### config.mk
export PLATFORM = sky130hd
export DESIGN_NAME = sb_config_responder
export DESIGN_NICKNAME = d
export VERILOG_FILES = /design/src/rtl/sb_config_responder.sv
export SDC_FILE = /design/constraint.sdc
export NUM_CORES = 1
export LEC_CHECK = 0
export CAP_MARGIN = 25
export CORE_ASPECT_RATIO = 1.25
export CORE_MARGIN = 2
export CORE_UTILIZATION = 40
export DETAILED_ROUTE_END_ITERATION = 10
export HOLD_SLACK_MARGIN = 0.06
export MAX_ROUTING_LAYER = met4
export PLACE_DENSITY = 0.71
export SYNTH_ARGS = -nofsm -noshare
export SYNTH_HDL_FRONTEND = slang
export SYNTH_SLANG_ARGS = --single-unit
export TNS_END_PERCENT = 50
### constraint.sdc
create_clock -name clk -period 3 [get_ports clk]
set_input_delay 0.6 -clock clk [delete_from_list [all_inputs] [get_ports clk]]
set_output_delay 0.6 -clock clk [all_outputs]
set_load 0.005 [all_outputs]
### src/rtl/sb_config_responder.sv
// sb_config_responder
// Configuration-bus responder for one switch box tile. Writes land in a
// shadow register, a global commit pulse moves shadow into the active
// register, and reads are answered one cycle later with a registered
// response. The active word drives the switch box track selects.
module sb_config_responder #(
  parameter logic [15:0] TILE_ID   = 16'h0001,
  parameter logic [31:0] RESET_CFG = 32'h0000_0000
) (
  input  logic        clk,
  input  logic        reset,
  input  logic [31:0] config_addr,
  input  logic [31:0] config_data,
  input  logic        config_write,
  input  logic        config_read,
  input  logic        config_commit,
  output logic [31:0] read_data,
  output logic        read_valid,
  output logic        cfg_error,
  output logic [31:0] config_sb,
  output logic [1:0]  sel_out_1_0
);

  localparam logic [7:0] FEATURE_SB = 8'h00;
  localparam logic [7:0] REG_SHADOW = 8'h00;
  localparam logic [7:0] REG_ACTIVE = 8'h01;
  localparam logic [7:0] REG_STATUS = 8'h02;

  logic [31:0] shadow;
  logic [31:0] active;

  logic        hit;
  logic        req_clash;
  logic        wr_op;
  logic        rd_op;
  logic        wr_shadow;
  logic        err_set;
  logic        err_clr;
  logic        status_dirty;
  logic [31:0] rd_mux;

  // Address decode, per-index write/read handling and error qualification.
  always_comb begin
    hit          = (config_addr[31:16] == TILE_ID) && (config_addr[15:8] == FEATURE_SB);
    req_clash    = hit && config_write && config_read;
    wr_op        = hit && config_write && !config_read;
    rd_op        = hit && config_read && !config_write;
    status_dirty = (shadow != active);
    wr_shadow    = 1'b0;
    err_set      = req_clash;
    err_clr      = 1'b0;
    rd_mux       = 32'h0;

    if (wr_op) begin
      case (config_addr[7:0])
        REG_SHADOW: wr_shadow = 1'b1;
        // The only accepted status write is the error-clear with bit0 set.
        REG_STATUS: begin
          if (config_data[0]) err_clr = 1'b1;
          else                err_set = 1'b1;
        end
        default:    err_set = 1'b1;
      endcase
    end

    if (rd_op) begin
      case (config_addr[7:0])
        REG_SHADOW: rd_mux = shadow;
        REG_ACTIVE: rd_mux = active;
        REG_STATUS: rd_mux = {30'h0, status_dirty, cfg_error};
        default:    err_set = 1'b1;
      endcase
    end
  end

  // Shadow takes write data; active takes the pre-edge shadow on commit,
  // so a same-cycle write needs a later commit to become live.
  always_ff @(posedge clk or posedge reset) begin
    if (reset) begin
      shadow <= RESET_CFG;
      active <= RESET_CFG;
    end else begin
      if (wr_shadow)     shadow <= config_data;
      if (config_commit) active <= shadow;
    end
  end

  // Sticky error flag, cleared only by the status-register clear write.
  always_ff @(posedge clk or posedge reset) begin
    if (reset) begin
      cfg_error <= 1'b0;
    end else if (err_clr) begin
      cfg_error <= 1'b0;
    end else if (err_set) begin
      cfg_error <= 1'b1;
    end
  end

  // One-cycle read response; data holds between responses.
  always_ff @(posedge clk or posedge reset) begin
    if (reset) begin
      read_valid <= 1'b0;
      read_data  <= 32'h0;
    end else begin
      read_valid <= rd_op;
      if (rd_op) read_data <= rd_mux;
    end
  end

  assign config_sb   = active;
  assign sel_out_1_0 = active[11:10];

endmodule

After elaboration in Yosys (flattened, before gate mapping). Index checks and enable logic that the tools add are counted.

Input port bits: 69. Output and inout port bits: 68. Logic and storage cells: 34. Flip-flop bits (word level): 98.

Multiplexer cells: 13. Reductions and logical operators: 12. Equality and inequality tests: 4.

Operators with widths (count): 32-bit case mux with 3 select lines (1); 32-bit inequality test (1); 16-bit by 1-bit == test with 1-bit output (second input constant) (1); 8-bit logical NOT (2); 1-bit 2-to-1 mux (11); 8-bit by 1-bit == test with 1-bit output (second input constant) (1); 8-bit by 2-bit == test with 1-bit output (second input constant) (1); 1-bit logical AND (6); 3-bit OR reduction (1); 1-bit logical NOT (2); 1-bit case mux with 2 select lines (1); 2-bit nonzero test (1).

Depth between registers and ports, before layout. Gate-level depths: netlist of run 1.

Word-level depth: 11. Mapped depth: 7. Gate-level depth less buffers: 5.

Worst setup path before layout of run 1. No wires, ideal clock.

Kind: input port to flip-flop. Start point: in config_addr[5]. End point: reg shadow[0]. Buffers on the path: 3. Required time: 2.875 ns. Setup time: 0.125 ns. Arrival time: 1.986 ns. Path slack: 0.889 ns. Cell stages on the path: 7. Cell sequence: nor4_2 > and3_1 > buf_2 > and3_1 > buf_2 > buf_6 > mux2_2.

Cells in the longest elaborated chain, start to end: 3.

Ends and longest elaborated chain: from (decl) (RTL line 12) `input logic [31:0] config_addr,`; 8-bit logical NOT (RTL line 55) `case (config_addr[7:0])`; 1-bit 2-to-1 mux (RTL line 55); 1-bit 2-to-1 mux (RTL line 54) `if (wr_op) begin`; to (signal assigned) (RTL line 83) `if (wr_shadow) shadow <= config_data;`; to (decl) (RTL line 29) `logic [31:0] shadow;`.

Every way passes these cells. A chain may end at the register's enable or synchronous reset.

Final worst setup path of run 1.
Start point: in config_addr[29]. End point: reg read_data[0].

Cells in the longest elaborated chain, start to end: 4.

Ends and longest elaborated chain: 16-bit by 1-bit == test with 1-bit output (RTL line 44) `hit = (config_addr[31:16] == TILE_ID) && (config_addr[15:8] == FEATURE_SB);`; 1-bit logical AND (RTL line 44); 1-bit logical AND (2 in a row) (RTL line 47) `rd_op = hit && config_read && !config_write;`; to (signal assigned) (RTL line 106) `if (rd_op) read_data <= rd_mux;`; to (decl) (RTL line 17) `output logic [31:0] read_data,`.

Every way passes these cells.

==> impl.org, run 1 <==
** Clock tree
- Counting along the longest clock path gives a buffer depth of 2.
- At the later pin of the worst-skew pair, clock insertion delay measures 340 ps.
- TritonCTS created 9 clock buffers.
- Clock sinks :: 98
- Number of buffers inserted by post-CTS setup repair :: 0
- Clock tree from TritonCTS :: done
- Number of instances resized during post-cts repair :: 0
- The H-tree was split into 3 levels.
- Library cell used as clock root buffer :: sky130_fd_sc_hd__clkbuf_16
- Clock-pin slew was measured on the worst setup and hold paths at 70 ps.
- CTS hold repair buffers :: 0

** Place
- Once placement completed, the tool counted placed cells totaling 609.
- Port bufs :: 136
- Post-detail-place hpwl :: 7896 um
- RePlAce Congestion :: 0.8022

** Routing
- In the detailed route, the total length drawn on met3 is 670 um.
- Total vias in the final route :: 3287
- Antenna-violating nets left :: 0
- Sum of met2 wire segment lengths after detailed routing :: 5963 um
- The first detailed-routing pass ran for 4 iterations.
- Met1 Wirelength :: 4463 um
- After detailed routing, the total wire length is 11240 um.
- After the first detailed-routing iteration, the DRC count stood at 161.
- Highest routed metal layer :: met4
- Using the TritonRoute via totals, the vias-per-cell ratio works out to 5.259.
- Average wire length per cell after detail routing :: 17.98 um
- For this run, design rule violations remaining after detail routing come to 0.

** Critical path
- Top delay family on crit path :: simple AND/OR/NAND/NOR gates
- Delay contributed by the slowest stage of the critical path :: 720 ps
- Data required time of the worst path :: 3250 ps
- Setup Crit Path Kind :: input port to flip-flop
- For this design, the slowest cell found on the critical path is sky130_fd_sc_hd__or4_2.
- Counting both buffers and inverters, the worst setup path holds a total of 2.
- STA puts the critical path data arrival time at 2740 ps.
- STA classifies the critical path startpoint as an input port.
- The worst setup path is captured at a flip-flop.
- Highest fanout seen on the critical path :: 22
- Traced cell by cell, the critical path runs through clkdlybuf4s50_1 -> nor4_1 -> nand4_1 -> or4_2 -> buf_4 -> o31ai_2.

** Timing
- Setup violations remaining at the end of the flow were counted as 0.
- Pins Over Slew Limit :: 0
- Setup repair after global routing missed its margin :: false
- Setup total negative slack on the finished layout was measured at 0 ps.
- Hold Violations, Final :: 0
- Derived from the worst setup path, the maximum achievable clock frequency is 401.6 MHz.
- Headroom to the max-slew limit :: 0.4238
- Of the available clock period, the critical path in the final layout requires 0.8300.
- Final critical delay including setup and external delays :: 2490 ps
- Across the routed clock network, the largest skew measured is 5.236 ps.
- For the pin with the worst max-slew slack, the measured transition is 864.3 ps.

** Synth
- Gate count after technology mapping :: 355
- Counting flops with a built-in enable in the synthesized netlist gives 0.
- Syn_area_per_cell :: 12.79 sq um
- Of the total synthesized cell area, the portion taken by full adders, half adders and majority gates is 0.
- Register bit count reported by yosys :: 98
- Post-synth net total :: 424
- Of the post-synthesis cell area, the part taken by muxes is 0.1610.
- For this run, the leading register cell type out of synthesis is sky130_fd_sc_hd__dfrtp_1.
- Share of flip-flops with an asynchronous set or reset :: 1.000
- After synthesis, the largest family of logic cells by area is multiplexers.
- Distinct cell type count after synthesis :: 34
- Netlist area before placement :: 4539 sq um
- Parity-gate share of the synthesized area counting xor and xnor cells :: 0.06174
- Sequential area share after synthesis :: 0.5402
- The fraction of the mapped netlist area in compound gates was 0.1249.
- Post-synthesis share of cell area spent on and, or, nand and nor gates :: 0.07029
- For this run, the number of Yosys warnings is 0.

** Finish
- Antenna cells :: 0
- Storage element area :: 2452 sq um
- Final-stage net count :: 554
- Excluding fillers, the count of instances in the completed layout stands at 625.
- In the final layout, the share of cells above drive strength 1 is 0.2551.
- The filler cells instantiated in the layout total 929.
- Area Growth Syn to Fin :: 38.64%
- Area of combinational cells with multiple inputs :: 1904 sq um

** Run status
- Outcome :: finished clean

** GRT
- The number of global-route vias before repair came to 3359.
- Pin count of the biggest net entering global routing :: 99
- In the global route stage, overall resource usage came out at 0.1939.
- Global route total overflow :: 0
- The first global-routing pass estimated 17620 um of wire.
- Antenna violations before repair :: 0

** Pwr
- Power density over the cells :: 422.0 nW/um^2
- VDD sags by at most 240.6 uV.
- Of the total power, the share spent switching nets is 0.2003.
- The analysis attributes to net switching a power of 0.5319 mW.
- The share of total power dissipated in combinational logic is 0.056.
- The share of total power dissipated in sequential elements is 0.497.
- Cell internal power was estimated by the tool at 2.124 mW.
- Leakage :: 2.939 nW
- Of the total power, the clock network draws 0.447.

** Run
- Max-Cap Viols :: 0

** Floorplan
- In this run the horizontal extent of the chip is 99.28 um.
- Floorplan core area :: 11080 sq um
- Measured along the y axis, the die boundary spans 123.1 um.
- Count of standard-cell rows :: 43
- I/O Pins :: 137
- For this configuration, the core starts out at a cell density of 0.4096.
- The floorplan step defined a die boundary enclosing 12220 sq um.

** Min path
- The worst hold path belongs to the class flip-flop to flip-flop.
## registers in the layout (all words and copies together) (netlist names)
register    flops
shadow         32
read_valid      1
read_data      32
config_sb      32
cfg_error       1
## final timing paths
path | from | endpoint | slack (ps) | cells past startpoint
setup / recovery | config_addr[29] | read_data[0] | 510 | 6
hold / removal | read_data[31] | read_data[31] | 480 | 2
setup reg to reg | config_sb[25] | read_data[1] | 1320 | 5
hold reg to reg | read_data[31] | read_data[31] | 480 | 2
max in group asynchronous | reset | config_sb[10] | 1830 | 3
min in group asynchronous | reset | read_data[5] | 720 | 3
## per-stage QoR
stage               instance area, sq um  utilization  worst slack (ps)  hold WS (ps)  total power [mW]
finish                              6294       0.5678             509.9         475.7             2.656
global route                        6294       0.5678             412.7         497.2             2.758
CTS                                 6294       0.5678             508.4         480.8             2.686
detailed placement                  5978       0.5394             161.0         466.0             1.497
global placement                    5978       0.5394             165.5         460.6             1.495
floorplan                           4543            -             889.2         474.7             1.386
## cell type report
| cell class | instances | area share |
|---|---|---|
| flip-flops and latches | 98 | 0.3897 |
| multi-input cells | 229 | 0.3026 |
| repair buffers | 143 | 0.2278 |
| clock buffers | 12 | 0.04235 |
| well taps | 135 | 0.02684 |
| clock inverters | 4 | 0.007753 |
| inverters | 4 | 0.002982 |
## power groups by stage
stage / Sequential (mW) / Combinational [mW] / Clock [mW]
2_1_floorplan: 1.35 / 0.0402 / 0
3_3_place_gp: 1.35 / 0.149 / 0
3_5_place_dp: 1.35 / 0.151 / 0
4_1_cts: 1.32 / 0.151 / 1.21
5_1_grt: 1.32 / 0.159 / 1.28
6_report: 1.32 / 0.148 / 1.19
## worst min-delay path, cell delays in order, from the launching register on
cell and delay, ps:
sky130_fd_sc_hd__dfrtp_1 340, sky130_fd_sc_hd__nand2_1 60, sky130_fd_sc_hd__o21ai_2 50
## cell families after synthesis
group,Yosys count
XOR/XNOR,32
buffers and inverters,28
AND/OR/NAND/NOR,63
AO/OA/AOI/OAI,69
multiplexers,65
flip-flops,98
## layout by cell type (no fill, tap or decap), types with 2 or more instances in the layout
cell	count
sky130_fd_sc_hd__clkbuf_8	3
sky130_fd_sc_hd__nand2_1	34
sky130_fd_sc_hd__clkinv_2	2
sky130_fd_sc_hd__dfrtp_1	98
sky130_fd_sc_hd__nor2_1	4
sky130_fd_sc_hd__and3_1	2
sky130_fd_sc_hd__mux2_2	64
sky130_fd_sc_hd__inv_1	3
sky130_fd_sc_hd__o21ai_2	29
sky130_fd_sc_hd__xor2_1	32
sky130_fd_sc_hd__clkbuf_16	9
sky130_fd_sc_hd__buf_4	5
sky130_fd_sc_hd__clkdlybuf4s50_1	135
sky130_fd_sc_hd__a22oi_1	30
sky130_fd_sc_hd__nand4_1	3
sky130_fd_sc_hd__nor4_1	13
sky130_fd_sc_hd__buf_12	2
## layer usage
| metal | vias to the layer above | GRT usage |
|---|---|---|
| li1 | 1540 | - |
| met1 | 1642 | 0.2259 |
| met4 | 0 | 0.06935 |
| met5 | - | - |
| met2 | 97 | 0.3353 |
| met3 | 8 | 0.03787 |
## synthesized netlist by cell type (2+ instances only)
| cell | instances | area share |
|---|---|---|
| sky130_fd_sc_hd__nand4_1 | 3 | 0.0041 |
| sky130_fd_sc_hd__buf_1 | 3 | 0.0025 |
| sky130_fd_sc_hd__buf_6 | 10 | 0.025 |
| sky130_fd_sc_hd__buf_2 | 2 | 0.0022 |
| sky130_fd_sc_hd__xor2_1 | 32 | 0.062 |
| sky130_fd_sc_hd__clkbuf_1 | 7 | 0.0058 |
| sky130_fd_sc_hd__o21ai_2 | 29 | 0.056 |
| sky130_fd_sc_hd__and3_1 | 2 | 0.0028 |
| sky130_fd_sc_hd__inv_1 | 4 | 0.0033 |
| sky130_fd_sc_hd__mux2_2 | 64 | 0.16 |
| sky130_fd_sc_hd__nand2_1 | 34 | 0.028 |
| sky130_fd_sc_hd__nor2_1 | 4 | 0.0033 |
| sky130_fd_sc_hd__a22oi_1 | 30 | 0.050 |
| sky130_fd_sc_hd__dfrtp_1 | 98 | 0.54 |
| sky130_fd_sc_hd__nor4_1 | 13 | 0.018 |
| sky130_fd_sc_hd__buf_4 | 2 | 0.0033 |
(Power assumes the default switching activity.)
==> run 2: changes to the inputs <==
--- a/config.mk
+++ b/config.mk
@@ -12,7 +12,7 @@
 export DETAILED_ROUTE_END_ITERATION = 10
 export HOLD_SLACK_MARGIN = 0.06
 export MAX_ROUTING_LAYER = met4
-export PLACE_DENSITY = 0.71
+export PLACE_DENSITY = 0.68
 export SYNTH_ARGS = -nofsm -noshare
 export SYNTH_HDL_FRONTEND = slang
 export SYNTH_SLANG_ARGS = --single-unit
==> constraint.sdc (replaced) <==
create_clock -name clk -period 2.3 [get_ports clk]
set_input_delay 0.46 -clock clk [delete_from_list [all_inputs] [get_ports clk]]
set_output_delay 0.46 -clock clk [all_outputs]
set_load 0.005 [all_outputs]
==> run 2 against run 1 <==
  * Sequential cell count stayed put
  * Combinational power rose by 40%
  * Worst hold slack lost 16 ps
  * Utilization up 1.1 points
  * Non-clock buffer count rose by 10
  * Count of clock-buffer cells in the layout down 1
  * First-iteration DRC count is 12% higher
==> impl.org, run 2 (synthesis gave the netlist of run 1 again) <==
** Pwr
- In this run the static leakage power is 2.979 nW.
- Dividing total power by cell area gives a power density of 532.5 nW/um^2.
- Worst IR drop on VDD :: 327.4 uV

** Clock tree
- The clock tree synthesis step divided the H-tree into 3 levels.
- TritonCTS built the clock tree.
- Clock sinks :: 98
- Worst-path clk slew :: 70 ps
- TritonCTS Buffers :: 9
- Maximum count of clock buffers along a single path :: 2
- In this run the clock root is driven by a sky130_fd_sc_hd__clkbuf_16.
- Buffers inserted to repair hold after CTS numbered 0.
- Number of buffers inserted by post-CTS setup repair :: 0
- Clk Latency, worst-skew pair :: 340 ps

** GRT
- After global routing the overflow that remains totals 0.
- Entering global routing, the biggest net connects 49 pins.
- Global-route wire length before repair :: 17690 um
- In the global route stage, overall resource usage came out at 0.1973.
- Antenna violations before repair :: 0
- Number of global-route vias before repair :: 3341

** Critical path
- On the worst path, the slowest cell contributes a delay of 450 ps.
- At the worst endpoint, the arrival time is 2370 ps.
- Number of buffers and inverters on the critical path :: 3
- Highest fanout seen on the critical path :: 21
- The worst setup path is of the input port to flip-flop kind.
- STA classifies the critical path endpoint as a flip-flop.
- CP cell instances :: clkdlybuf4s50_1 -> nor4_2 -> nand4_1 -> buf_4 -> nor2_2 -> and3_4 -> buf_12 -> mux2_2
- The kind of cell with the highest combined delay along the critical path is buffers and inverters.
- The slowest stage of the critical path is the sky130_fd_sc_hd__clkdlybuf4s50_1 cell.
- Data required time of the worst path :: 2520 ps
- The worst setup path is launched from an input port.

** Timing
- For the pin with the worst max-slew slack, the measured transition is 467.7 ps.
- Worst-case clock skew :: 5.243 ps
- Subtracting the final worst setup slack from the clock period gives 2144 ps.
- Hold Violations, Final :: 0
- In the finished design, the share of the clock period the worst path needs comes to 0.9323.
- Static timing analysis puts the maximum clock frequency at 466.4 MHz.
- The number of max-slew violations in the final report was 0.
- Setup repair after global routing left no endpoint under its margin.
- In this run the tightest slew margin relative to its limit is 0.6882.
- Final setup violating endpoints :: 0

** Floorplan
- After floorplanning, the core was sized to cover 11080 sq um.
- Count of standard-cell rows :: 43
- Die ar. :: 12220 sq um
- Starting Density :: 0.4096
- Die Height :: 123.1 um
- Overall die width :: 99.28 um
- I/O Pins :: 137

** Run
- Max-Cap Viols :: 0

** Routing
- Drt initial violations :: 181
- Number of optimization iterations in the first detailed-route pass :: 4
- Total vias in the final route :: 3287
- Antenna-violating nets left :: 0
- Post-Route WL :: 11500 um
- Average wire length per cell after detail routing :: 18.15 um
- Vias/cell :: 5.185
- Post-route DRC :: 0

** Min path
- Type of the tightest min-delay check :: input port to asynchronous set/reset pin

** Finish
- The net count of the finished layout is 564.
- The area growth from synthesis to layout is 41.43%.
- Layout cells sized above 1 :: 0.2745
- The filler cells instantiated in the layout total 937.
- In the layout the commonest cells are sky130_fd_sc_hd__clkdlybuf4s50_1 (135), sky130_fd_sc_hd__dfrtp_1 (98), sky130_fd_sc_hd__mux2_2 (64), sky130_fd_sc_hd__nand2_1 (34), sky130_fd_sc_hd__xor2_1 (32).
- Leaving out fill and tap cells, the most frequent cell in the layout is sky130_fd_sc_hd__clkdlybuf4s50_1.
- The count of cells in the finished layout, fillers not included, comes to 634.
- For this run, the share of the core covered by cells in the final layout is 0.5793.
- Antenna cells :: 0

** Place
- After legalization and detailed placement, the total HPWL measured 8168 um.
- Port bufs :: 136
- After detailed placement, the design holds a cell count of 619.
- Routability-driven placement finished with a final weighted congestion of 0.7929.

** Run status
- The run finished with clean final reports.
run 2: cell count changes in the layout (fill, tap and decap cells not counted), moves of 2 or more:
cell,delta
sky130_fd_sc_hd__nor4_2,+2
sky130_fd_sc_hd__clkinvlp_4,+3
sky130_fd_sc_hd__buf_4,+5
sky130_fd_sc_hd__clkbuf_8,-2
sky130_fd_sc_hd__nor4_1,-2
sky130_fd_sc_hd__clkinv_2,-2
sky130_fd_sc_hd__buf_12,+3
run 2: metal layers:
metal | routed length (um) | GRT usage | vias to the layer above
met1 | 4659 | 0.2346 | 1620
met2 | 6016 | 0.3349 | 92
met3 | 677 | 0.04466 | 12
li1 | - | - | 1563
met4 | 151 | 0.06250 | 0
met5 | 0 | - | -
run 2: worst reg2reg max path: cells and delay by family, from the launching register on:
family	cells	cell delay, ps
xor+xnor	1	220
simple gates	2	600
flops	1	410
compound gates	2	320
run 2: final cells by class:
| type | instances | area, sq um | area share |
|---|---|---|---|
| tap | 135 | 168.9 | 0.02631 |
| inverter | 4 | 18.77 | 0.002923 |
| sequential | 98 | 2452 | 0.3820 |
| timing repair buffer | 153 | 1558 | 0.2426 |
| multi-input combinational | 229 | 1927 | 0.3001 |
| clock inverter | 4 | 52.55 | 0.008186 |
| clock buffer | 11 | 242.7 | 0.03781 |
run 2: per-stage QoR:
| stage | hold slack, ps | setup WS [ps] | setup TNS (ps) | area [sq um] | total power [mW] |
|---|---|---|---|---|---|
| after floorplan | 474.7 | 329.2 | 0 | 4543 | 1.808 |
| after CTS | 455.8 | 9.183 | 0 | 6390 | 3.471 |
| after global routing | 471.7 | 21.80 | 0 | 6420 | 3.550 |
| after global placement | 465.0 | -337.1 | -18200 | 6091 | 1.962 |
| final | 460.0 | 155.7 | 0 | 6420 | 3.419 |
| after detailed placement | 468.4 | -357.3 | -18050 | 6091 | 1.965 |
run 2: report_power, final:
group	total (mW)	internal, mW	switching, mW
logic	0.207	0.127	0.0800
clock network	1.49	0.867	0.622
registers	1.72	1.72	0.000000133
run 2: worst paths after layout:
kind                                      start       endpoint  slack (ps)  cells past startpoint
worst max-delay path            config_addr[12]     shadow[23]         160                      8
worst max register to register     config_sb[4]   read_data[1]         630                      5
min in group clk                  read_data[28]  read_data[28]         480                      2
max in group asynchronous                 reset  config_sb[19]        1280                      3
worst min-delay path                      reset  read_data[28]         460                      2
worst min register to register    read_data[28]  read_data[28]         480                      2
run 2: repair_timing:
item | 4_1_cts | 5_1_grt
hold endpoints to repair | 0 | 0
pin swaps | 0 | 2
gates cloned | 0 | 0
endpoints found under the setup margin | 2 | 64
resized for setup | 1 | 8
